<file path="config.mk">
export PLATFORM = sky130hd
export DESIGN_NAME = caliptra_prim_sec_cfg_arb
export DESIGN_NICKNAME = d
export VERILOG_FILES = /design/src/rtl/caliptra_prim_sec_cfg_arb.sv
export SDC_FILE = /design/constraint.sdc
export NUM_CORES = 1
export LEC_CHECK = 0
export BUFFER_PORTS_ARGS = -buffer_cell sky130_fd_sc_hd__buf_4
export CELL_PAD_IN_SITES_DETAIL_PLACEMENT = 1
export CELL_PAD_IN_SITES_GLOBAL_PLACEMENT = 2
export CORE_MARGIN = 5
export CORE_UTILIZATION = 23
export DETAILED_ROUTE_END_ITERATION = 10
export GPL_TIMING_DRIVEN = 0
export PLACE_DENSITY_LB_ADDON = 0.08
export SLEW_MARGIN = 25
export SYNTH_ARGS = -nofsm -noshare
export SYNTH_HDL_FRONTEND = slang
export SYNTH_SLANG_ARGS = --single-unit
</file>
<file path="constraint.sdc">
create_clock -name clk_i -period 2.4 [get_ports clk_i]
set_clock_uncertainty 0.05 [all_clocks]
set_input_delay 0.36 -clock clk_i [delete_from_list [all_inputs] [get_ports clk_i]]
set_output_delay 0.36 -clock clk_i [all_outputs]
set_load 0.02 [all_outputs]
</file>
<file path="src/rtl/caliptra_prim_sec_cfg_arb.sv">
// Round-robin write arbiter and lock controller for one hardened config register (optional shadow copy: CALIPTRA_PRIM_SEC_CFG_SHADOW_EN).
// Latency: gnt_o one cycle after req_i is sampled in Idle/Locked, cfg_o/locked_o one cycle after the grant; one grant per 2 cycles.
// Backpressure: req_i is a level held until gnt_o pulses; a locked register still grants, but pulses denied_o and drops the write.

module caliptra_prim_sec_anchor_flop #(
    parameter int unsigned      Width      = 1,
    parameter logic [Width-1:0] ResetValue = '0
) (
    input  logic             clk_i,
    input  logic             rst_ni,
    input  logic [Width-1:0] d_i,
    output logic [Width-1:0] q_o
);
    logic [Width-1:0] q;

    always_ff @(posedge clk_i or negedge rst_ni) begin
        if (!rst_ni) q <= ResetValue;
        else         q <= d_i;
    end

    assign q_o = q;
endmodule

module caliptra_prim_sec_cfg_arb #(
    parameter int unsigned      NumReq     = 4,
    parameter int unsigned      Width      = 32,
    parameter logic [Width-1:0] ResetValue = '0
) (
    input  logic                    clk_i,
    input  logic                    rst_ni,
    input  logic [NumReq-1:0]       req_i,
    input  logic [NumReq-1:0]       lock_i,
    input  logic [NumReq*Width-1:0] wdata_i,
    output logic [NumReq-1:0]       gnt_o,
    output logic                    denied_o,
    output logic [Width-1:0]        cfg_o,
    output logic                    locked_o,
    output logic                    err_o
);
    localparam int unsigned IdxW = (NumReq > 1) ? $clog2(NumReq) : 1;

    // Sparse codes, pairwise Hamming distance >= 3.
    typedef enum logic [5:0] {
        StIdle    = 6'b001011,
        StGrant   = 6'b110001,
        StLocked  = 6'b010110,
        StLkGrant = 6'b101100,
        StError   = 6'b111111
    } state_e;

    state_e            state_q, state_d;
    logic [5:0]        state_raw;
    logic [IdxW-1:0]   rr_q, win_q, arb_idx, rr_inc;
    logic [NumReq-1:0] gnt_q;
    logic              denied_q, err_q;
    logic [Width-1:0]  cfg_q, cfg_d, win_wdata;
    logic              locked_q, lock_d, lock_set;
    logic              cfg_we, win_lock, any_req, mismatch;

    caliptra_prim_sec_anchor_flop #(.Width(6), .ResetValue(6'(StIdle))) u_state_flop (
        .clk_i (clk_i),
        .rst_ni(rst_ni),
        .d_i   (state_d),
        .q_o   (state_raw)
    );
    assign state_q = state_e'(state_raw);

    assign any_req = |req_i;

    // Descending scan so the requester closest at/after rr_q is the last to assign.
    always_comb begin
        logic [IdxW-1:0] idx;
        arb_idx = '0;
        for (int i = int'(NumReq) - 1; i >= 0; i--) begin
            idx = IdxW'((int'(rr_q) + i) % int'(NumReq));
            if (req_i[idx]) arb_idx = idx;
        end
    end

    always_comb begin
        win_wdata = '0;
        for (int k = 0; k < int'(NumReq); k++) begin
            if (win_q == IdxW'(k)) win_wdata = wdata_i[k*Width +: Width];
        end
    end

    assign win_lock = lock_i[win_q];
    assign rr_inc   = (win_q == IdxW'(NumReq - 1)) ? '0 : win_q + 1'b1;
    assign cfg_we   = (state_q == StGrant);
    assign cfg_d    = cfg_we ? win_wdata : cfg_q;
    assign lock_set = (cfg_we & win_lock) | (state_d == StError);
    assign lock_d   = locked_q | lock_set;

    caliptra_prim_sec_anchor_flop #(.Width(Width), .ResetValue(ResetValue)) u_cfg_flop (
        .clk_i (clk_i),
        .rst_ni(rst_ni),
        .d_i   (cfg_d),
        .q_o   (cfg_q)
    );

    caliptra_prim_sec_anchor_flop #(.Width(1), .ResetValue(1'b0)) u_lock_flop (
        .clk_i (clk_i),
        .rst_ni(rst_ni),
        .d_i   (lock_d),
        .q_o   (locked_q)
    );

`ifdef CALIPTRA_PRIM_SEC_CFG_SHADOW_EN
    logic [Width-1:0] shadow_q, shadow_d;
    logic             lock_n_q, lock_n_d;

    // Complement copies follow their own update path so a single upset is visible.
    assign shadow_d = cfg_we ? ~win_wdata : shadow_q;
    assign lock_n_d = lock_n_q & ~lock_set;

    caliptra_prim_sec_anchor_flop #(.Width(Width), .ResetValue(~ResetValue)) u_cfg_shadow_flop (
        .clk_i (clk_i),
        .rst_ni(rst_ni),
        .d_i   (shadow_d),
        .q_o   (shadow_q)
    );

    caliptra_prim_sec_anchor_flop #(.Width(1), .ResetValue(1'b1)) u_lock_shadow_flop (
        .clk_i (clk_i),
        .rst_ni(rst_ni),
        .d_i   (lock_n_d),
        .q_o   (lock_n_q)
    );

    assign mismatch = (cfg_q != ~shadow_q) || (locked_q != ~lock_n_q);
`else
    assign mismatch = 1'b0;
`endif

    always_comb begin
        state_d = state_q;
        case (state_q)
            StIdle:    if (any_req) state_d = StGrant;
            StGrant:   state_d = win_lock ? StLocked : StIdle;
            StLocked:  if (any_req) state_d = StLkGrant;
            StLkGrant: state_d = StLocked;
            StError:   state_d = StError;
            default:   state_d = StError;
        endcase
        if (mismatch && (state_q != StGrant)) state_d = StError;
    end

    always_ff @(posedge clk_i or negedge rst_ni) begin
        if (!rst_ni) begin
            rr_q     <= '0;
            win_q    <= '0;
            gnt_q    <= '0;
            denied_q <= 1'b0;
            err_q    <= 1'b0;
        end else begin
            gnt_q    <= '0;
            denied_q <= 1'b0;
            err_q    <= err_q | (state_d == StError);
            if ((state_d == StGrant) || (state_d == StLkGrant)) begin
                win_q    <= arb_idx;
                gnt_q    <= NumReq'(1) << arb_idx;
                denied_q <= (state_d == StLkGrant);
            end
            if ((state_q == StGrant) || (state_q == StLkGrant)) rr_q <= rr_inc;
        end
    end

    assign gnt_o    = gnt_q;
    assign denied_o = denied_q;
    assign cfg_o    = cfg_q;
    assign locked_o = locked_q;
    assign err_o    = err_q;
endmodule
</file>
## Word-level counts from Yosys, hierarchy flattened

Index checks and enable logic that the tools add are counted.

- Flip-flop bits (word level): 49
- Input bits: 138
- Output and inout port bits: 39
- Logic and storage cells: 61

- $add $sub $neg: 4
- Order comparisons: 5
- Equality and inequality tests: 10
- Shift operators: 1
- Mux-type cells: 25
- Bitwise operators: 4
- Reductions and logical operators: 4

Operator list:

| kind | number |
|---|---|
| $mux 32 | 4 |
| $eq 6x6->1 const B | 5 |
| $pmux 6 s4 | 1 |
| $lt 2x3->1 const B | 5 |
| $mux 6 | 2 |
| $bmux 1 s2 | 5 |
| $mux 2 | 5 |
| $eq 6x4->1 const B | 1 |
| $eq 6x5->1 const B | 1 |
| $mux 1 | 6 |
| $mux 5 | 1 |
| $add 2x1->2 const B | 2 |
| $add 2x2->2 const B | 2 |
| $eq 2x2->1 const B | 2 |
| $mux 4 | 1 |
| $reduce_or 4->1 | 1 |
| $shl 1x2->4 const A | 1 |
| $or 1x1->1 | 3 |
| $eq 2x1->1 const B | 1 |
| $logic_not 2->1 | 1 |
| $logic_or 1x1->1 | 2 |
| $and 1x1->1 | 1 |

## Logic depth before layout (Yosys ltp)

Gate-level depths: netlist (run 1).

- Word-level depth: 9
- Depth in mapped cells: 8
- Gate-level depth less buffers: 6

## By module

Synthesis (run 1) repeated with hierarchy kept, for this count alone.

- Cells, all modules: 336
- Area, all modules: 2981.6 µm²

By module, submodules not included:

| module | times used | cells an instance | area each (µm²) | seq. area each (µm²) |
|---|---|---|---|---|
| caliptra_prim_sec_cfg_arb | 1 | 297 | 2001.9 | 250.2 |
| caliptra_prim_sec_anchor_flop (u_cfg_flop) | 1 | 32 | 800.8 | 800.8 |
| caliptra_prim_sec_anchor_flop (u_state_flop) | 1 | 6 | 153.9 | 153.9 |
| caliptra_prim_sec_anchor_flop (u_lock_flop) | 1 | 1 | 25.0 | 25.0 |

## Worst setup path before layout (run 1)

Ideal clock, no wire load.

- Kind: reg2reg
- Start point: register win_q[0]
- End point: register u_cfg_flop.q[30] (netlist: u_cfg_flop.q_o[30])
- Setup time: 0.126 ns
- Data arrival time: 1.514 ns
- Required time: 2.224 ns
- Slack: 0.711 ns
- Cell stages (with the launch flop): 8
- Buffers on the path: 2
- Period minus slack after synthesis: 1.689 ns
- Path through: dfrtp_1 inv_1 ha_1 clkbuf_1 buf_1 a21oi_1 a22oi_1 a21oi_1

- Word-level cells in the longest chain between the ends: 5
- Elaborated cells on any way between the ends: 8
- Those cells by class: eq/ne: 3; mux: 4; reduce/logical: 1

RTL lines:

| what | RTL line | source |
|---|---|---|
| start, declared | 53 | `logic [IdxW-1:0] rr_q, win_q, arb_idx, rr_inc;` |
| start signal, assigned | 160 | `win_q <= arb_idx;` |
| $logic_not 2->1 | 83 | `if (win_q == IdxW'(k)) win_wdata = wdata_i[k*Width +: Width];` |
| $mux 32 (3 in a row) | 83 |  |
| $mux 32 * | 83 |  |
| end signal, assigned | 17 | `if (!rst_ni) q <= ResetValue;` |
| end signal, assigned | 18 | `else q <= d_i;` |
| end, declared | 14 | `logic [Width-1:0] q;` |

Every way passes the cells marked *; elsewhere a longest branch is shown, timed or not.
A chain may end at the register's enable or synchronous reset.

## Worst setup path in the final report (run 1)

- Start point: register win_q[1]
- End point: register u_cfg_flop.q[14] (netlist: u_cfg_flop.q_o[14])

Same word-level chain as after synthesis.

==> results of run 1 <==
## sequential cells by signal (all words and copies together) (netlist names)
signal and flops:
err_o 1, u_cfg_flop.q_o 32, u_lock_flop.q_o 1, win_q 2, denied_o 1, u_state_flop.q_o 6
gnt_o 4, rr_q 2
## final timing paths
kind / end / slack [ns] / cells past startpoint
max: u_cfg_flop.q_o[14]$_DFFE_PN0P_ / 0.25 / 7
min: u_cfg_flop.q_o[20]$_DFFE_PN0P_ / 0.05 / 1
max reg2reg: u_cfg_flop.q_o[14]$_DFFE_PN0P_ / 0.25 / 7
min reg2reg: err_o$_DFF_PN0_ / 0.42 / 1
max in group asynchronous: u_cfg_flop.q_o[9]$_DFFE_PN0P_ / 1.80 / 1
min in group clk_i: u_cfg_flop.q_o[30]$_DFFE_PN0P_ / 0.33 / 3
## metal layers
| layer | routed length (um) | GRT usage (%) | up-vias |
|---|---|---|---|
| li1 | - | - | 1751 |
| met1 | 5770 | 20.4 | 1639 |
| met2 | 6270 | 27.9 | 105 |
| met3 | 769 | 3.68 | 12 |
| met4 | 205 | 3.97 | 0 |
| met5 | 0 | 0 | - |
## metrics by stage
step                      worst slack [ns]  hold WS (ns)  util (%)
after floorplan                      0.711        0.0144         -
after global placement               0.149         0.395      35.0
after detailed placement             0.127         0.398      35.0
after CTS                            0.106        0.0753      36.2
after global routing                0.0158         0.106      36.2
final                                0.250        0.0495      36.2
## power by group
part	switching (mW)	internal, mW
clock network	0.339	0.389
logic	0.0864	0.166
registers	0	0.825
## worst max-delay path, stage by stage (launching register included)
cell	delay (ns)
dfrtp_1	0.46
inv_1	0.11
ha_1	0.14
clkbuf_1	0.34
clkbuf_1	0.45
o21ai_0	0.19
a22oi_1	0.19
a21oi_1	0.09
## layout by cell type, fill, tap and decap left out, types with 5 or more instances in the layout
cell / count
buf_4: 178
a21oi_1: 98
dfrtp_1: 46
o21ai_0: 38
inv_1: 37
nand2_1: 37
nor2_1: 34
a22oi_1: 32
clkbuf_1: 14
clkbuf_2: 9
buf_2: 5
clkbuf_16: 5
## logic make-up after synthesis
kind of cell / synth area share (%)
muxes: 1.91
DFF: 39.9
buffers and inverters: 8.73
adders and majority gates: 1.62
AOI/OAI and AO/OA: 33.3
and+or+nand+nor: 14.5
## timing repair
| action | CTS | global route |
|---|---|---|
| buffers inserted | 0 | 0 |
| endpoints found under the hold margin | 0 | 0 |
| resized for setup | 0 | 13 |
| setup endpoints to repair | 0 | 30 |
## final cells by class
type	instances	area, um2
Buffer	31	141
Clock buffer	5	125
Clock inverter	3	21.3
Fill cell	1653	8410
Inverter	37	139
Multi-Input combinational cell	280	1580
Sequential cell	49	1230
Tap cell	176	220
Timing Repair Buffer	176	1320
==> flow_summary_export.csv, run 1 <==
group,metric,value,unit
status,status,"finished, final reports clean",
power_and_ir_drop,leakagePower,2.27,nW
global_route,grt_pass1_vias,3776,
clocking,cts_htree_levels,2,
synthesis,syn_avg_cell_area,7.76,um2
worst_hold_path,hp-class,"in -> async",
sta,slew_headroom,54.7,%
sta,period_share,89.6,%
global_route,overflow,0,
placement,placed_area,4620,um2
sta,worst_pin_slew,0.680,ns
floorplan,die_h,126,um
layout,drive_gt1_share,36.5,%
synthesis,yosys.cell_count.top_type,"a21oi_1",
synthesis,synth_edf_count,0,
synthesis,synthesis.area,3080,um2
sta,slew_violations,0,
floorplan,ioPinCount,177,
synthesis,ys_top_cells_by_area,"dfrtp_1 (37%), a21oi_1 (16%), a22oi_1 (7.8%), o21ai_0 (6.2%), inv_1 (4.5%)",
clocking,cts_buffer_depth,2,
worst_setup_path,cp.arrival,2.28,ns
placement,gp_congestion,0.740,
global_route,track_usage,16.1,%
worst_setup_path,crit_path_end_kind,"flop",
synthesis,synthArstFlopShare,100,%
synthesis,ys_ff_latch,49,
placement,hpwl,10100,um
layout,fin_cells,757,
job,cap_viol_max_count,0,
synthesis,syn_nets,539,
synthesis,yosysWarningCount,0,
route,vias_per_cell,4.63,
worst_setup_path,reg2reg_from,"win_q[1]$_DFFE_PN0P_",
floorplan,start_util,23.4,%
worst_setup_path,worstSetupPathType,"reg -> reg",
clocking,cts_made_buffers,5,
route,ant_nets,0,
synthesis,yosysSeqAreaShare,39.9,%
worst_setup_path,startpoint_type,"flop",
route,drt-total-wl,13000,um
worst_setup_path,critPathRequiredTime,2.53,ns
floorplan,dieArea,15800,um2
sta,setup_violations,0,
clocking,clk_latency,0.30,ns
route,wl_per_cell,17.2,um
clocking,cts_root_buffer,"clkbuf_16",
floorplan,die_x,126,um
synthesis,yosysUniqueCellTypes,37,
sta,fin_tns_setup,0,ns
synthesis,synth_area_leader_cell,"dfrtp_1",
clocking,cts_hold_buf,0,
synthesis,synthCells,397,
floorplan,rows,42,
synthesis,synth_common_cells,"a21oi_1 (98), dfrtp_1 (46), o21ai_0 (38), inv_1 (37), nand2_1 (37)",
sta,hold_viol,0,
clocking,cts_tree,"built",
power_and_ir_drop,ir_drop,0.268,mV
layout,nets,722,
sta,min_period,2.15,ns
layout,synthToLayoutAreaGrowth,55.2,%
route,drt_iter0_drc,88,
layout,diodes,0,
layout,design_area,4780,um2
synthesis,yosys.area.top_type_share,37.4,%
route,drcViolationCount,0,
route,drt-pass1-iter-count,4,
clocking,path_clk_slew,0.07,ns
global_route,grt_max_degree,50,
clocking,cts.sinks,49,
synthesis,synthFlopType,"dfrtp_1",
sta,fmax,465,MHz
power_and_ir_drop,total_power,1.81,mW
route,num_vias,3507,
worst_setup_path,startpoint,"win_q[1]$_DFFE_PN0P_",
floorplan,core-area,13200,um2
global_route,antenna_found_initial,0,
worst_setup_path,crit_fanout,10,
placement,dp.cells,749,
sta,rsz0062_at_grt,"no",
global_route,grt_pass1_wl,20500,um
power_and_ir_drop,cellPowerDensity,378,nW/um2
placement,io_buffers,176,
Note: power is estimated with default switching activity, not from simulation.
==> run 2, diff against run 1 <==
Settings changed: CTS_CLUSTER_SIZE from default to 8, PLACE_DENSITY from default to 0.76, PLACE_DENSITY_LB_ADDON 0.08 to default, SYNTH_HIERARCHICAL from default to 1.
==> flow_summary_export.csv, run 2 <==
group,metric,value,unit
layout,diodes,0,
route,drt-pass1-iter-count,4,
synthesis,yosysSeqAreaShare,41.3,%
layout,fin_cells,692,
placement,place_ws,0.151,ns
floorplan,die_x,124,um
worst_setup_path,startpoint_type,"flop",
route,drt-total-wl,12300,um
sta,slew_headroom,56.1,%
sta,period_share,90.7,%
placement,gp_congestion,0.815,
job,cap_viol_max_count,0,
layout,fill_cells,1560,
power_and_ir_drop,cellPowerDensity,408,nW/um2
sta,setup_violations,0,
clocking,cts_setup_buffers,0,
worst_setup_path,r2r_slack,0.22,ns
global_route,grt_pass1_vias,3623,
worst_setup_path,critPathRequiredTime,2.55,ns
route,ant_nets,0,
sta,min_period,2.18,ns
placement,io_buffers,176,
floorplan,core-area,12700,um2
placement,placed_area,4520,um2
synthesis,syn_nets,478,
floorplan,start_util,23.5,%
global_route,track_usage,16.3,%
clocking,path_clk_slew,0.07,ns
route,vias_per_cell,4.78,
clocking,cts.sinks,49,
worst_setup_path,timing.rr.end,"u_cfg_flop/q_o[25]$_DFF_PN0_",
layout,final_common_cell,"buf_4",
synthesis,synthFlopType,"dfrtp_1",
synthesis,synthArstFlopShare,100,%
synthesis,synth_common_cells,"dfrtp_1 (46), nand2_1 (39), nor2_1 (38)",
placement,hpwl,9620,um
layout,nets,661,
sta,worst_pin_slew,0.659,ns
placement,dp.cells,684,
route,wl_per_cell,17.8,um
sta,slew_violations,0,
layout,drive_gt1_share,40.6,%
floorplan,rows,41,
route,num_vias,3308,
layout,largest_reg_flops,32,
clocking,cts_tree,"built",
synthesis,yosys.cell_count.top_type,"dfrtp_1",
floorplan,ioPinCount,177,
layout,layout_common_cells,"buf_4 (177), dfrtp_1 (46), nand2_1 (39)",
global_route,grt_max_degree,50,
synthesis,synth_edf_count,0,
floorplan,dieArea,15300,um2
sta,hold_viol,0,
route,drt_iter0_drc,125,
power_and_ir_drop,ir_drop,0.277,mV
sta,rsz0062_at_grt,"no",
global_route,overflow,0,
clocking,cts_htree_levels,2,
synthesis,synth_area_leader_cell,"dfrtp_1",
route,drcViolationCount,0,
synthesis,yosys.area.top_type_share,38.6,%
global_route,antenna_found_initial,0,
worst_setup_path,reg2reg_from,"win_q[1]$_DFFE_PN0P_",
power_and_ir_drop,leakagePower,2.18,nW
clocking,cts_root_buffer,"clkbuf_16",
synthesis,synthCells,336,
layout,final_core_util,37.1,%
worst_setup_path,crit_fanout,10,
synthesis,synthesis.area,2980,um2
synthesis,ys_top_cells_by_area,"dfrtp_1 (39%), a211o_1 (9.1%), a221oi_1 (9.1%), a31oi_1 (6.5%), nand2_1 (4.9%)",
layout,synthToLayoutAreaGrowth,57.8,%
worst_setup_path,crit_path_end_kind,"flop",
worst_setup_path,startpoint,"win_q[1]$_DFFE_PN0P_",
clocking,cts_made_buffers,5,
worst_setup_path,worstSetupPathType,"reg -> reg",
sta,fin_tns_setup,0,ns
layout,design_area,4700,um2
worst_setup_path,ff2ff_path_depth,8,
clocking,clk_latency,0.28,ns
worst_hold_path,hp-class,"in -> async",
worst_setup_path,cp.arrival,2.33,ns
synthesis,yosysWarningCount,6,
status,status,"finished, final reports clean",
global_route,grt_pass1_wl,19300,um
synthesis,ys_ff_latch,49,
clocking,cts_buffer_depth,2,
sta,fmax,459,MHz
synthesis,yosysUniqueCellTypes,42,
sta,layout_setup_ws,0.222,ns
synthesis,syn_avg_cell_area,8.87,um2
floorplan,die_h,124,um
[run 2: cell count changes after synthesis, sizes merged, moves of 4 or more]
cell / previous run / this run
a211o: 0 / 31
a31oi: 1 / 31
inv: 37 / 31
nor4bb: 4 / 0
a221oi: 1 / 31
o21ai: 38 / 5
clkinv: 0 / 4
a21oi: 98 / 5
a22oi: 32 / 4
nor2: 34 / 38
[run 2: logic make-up (layout without fill, tap and decap cells)]
group           Yosys count  count (layout)  synth area share (%)
flops                    49              49                  41.3
mux                       4               4                  1.85
buf+inv                  63             247                  8.52
fa+ha+maj                 4               4                  1.68
compound gates          116             116                  30.5
simple gates            100             100                  16.2
[run 2: worst max path at each step]
stage                                   endpoint  cells past startpoint
global route        u_cfg_flop/q_o[25]$_DFF_PN0_                      8
floorplan           u_cfg_flop/q_o[23]$_DFF_PN0_                      7
detailed placement  u_cfg_flop/q_o[25]$_DFF_PN0_                      7
finish              u_cfg_flop/q_o[25]$_DFF_PN0_                      8
CTS                 u_cfg_flop/q_o[25]$_DFF_PN0_                      8
global placement    u_cfg_flop/q_o[25]$_DFF_PN0_                      8
[run 2: layout make-up]
cell class / instances / area [um2] / share of cell area [%]
multi-input combinational: 224 / 1500 / 31.8
timing repair buffer: 176 / 1320 / 28.1
sequential: 49 / 1230 / 26.1
tap: 172 / 215 / 4.57
clock buffer: 6 / 139 / 2.95
buffer: 28 / 133 / 2.82
inverter: 35 / 131 / 2.79
clock inverter: 2 / 37.5 / 0.798
[run 2: per-layer routing]
layer | global-route usage (%) | wire [um] | up-vias
met4 | 2.35 | 68 | 0
met1 | 20.1 | 5140 | 1611
met3 | 5.09 | 964 | 5
met5 | 0 | 0 | -
met2 | 28.4 | 6160 | 101
li1 | - | - | 1591
[run 2: worst max-delay path: stages (launching register included)]
cell and delay, ns:
dfrtp_1 0.48, inv_1 0.10, ha_1 0.18, clkbuf_1 0.19
nor2b_2 0.24, clkbuf_4 0.27, a221oi_1 0.10, a211o_1 0.30
a31oi_1 0.17
[run 2: where the power goes]
part | total, mW | internal [mW] | switching (mW)
sequential | 0.826 | 0.826 | 0
clock | 0.832 | 0.520 | 0.311
combinational | 0.262 | 0.181 | 0.0812
[run 2: timing repair]
action | CTS | global route
gates resized for setup | 0 | 7
hold buffers | 0 | 0
endpoints found under the setup margin | 0 | 15
[run 2: metrics by stage]
stage | power, mW | hold slack (ns)
after floorplan | 0.905 | 0.0144
after detailed placement | 1.11 | 0.391
after global placement | 1.10 | 0.385
after global routing | 2.01 | 0.105
after CTS | 1.95 | 0.0786
final | 1.92 | 0.0461
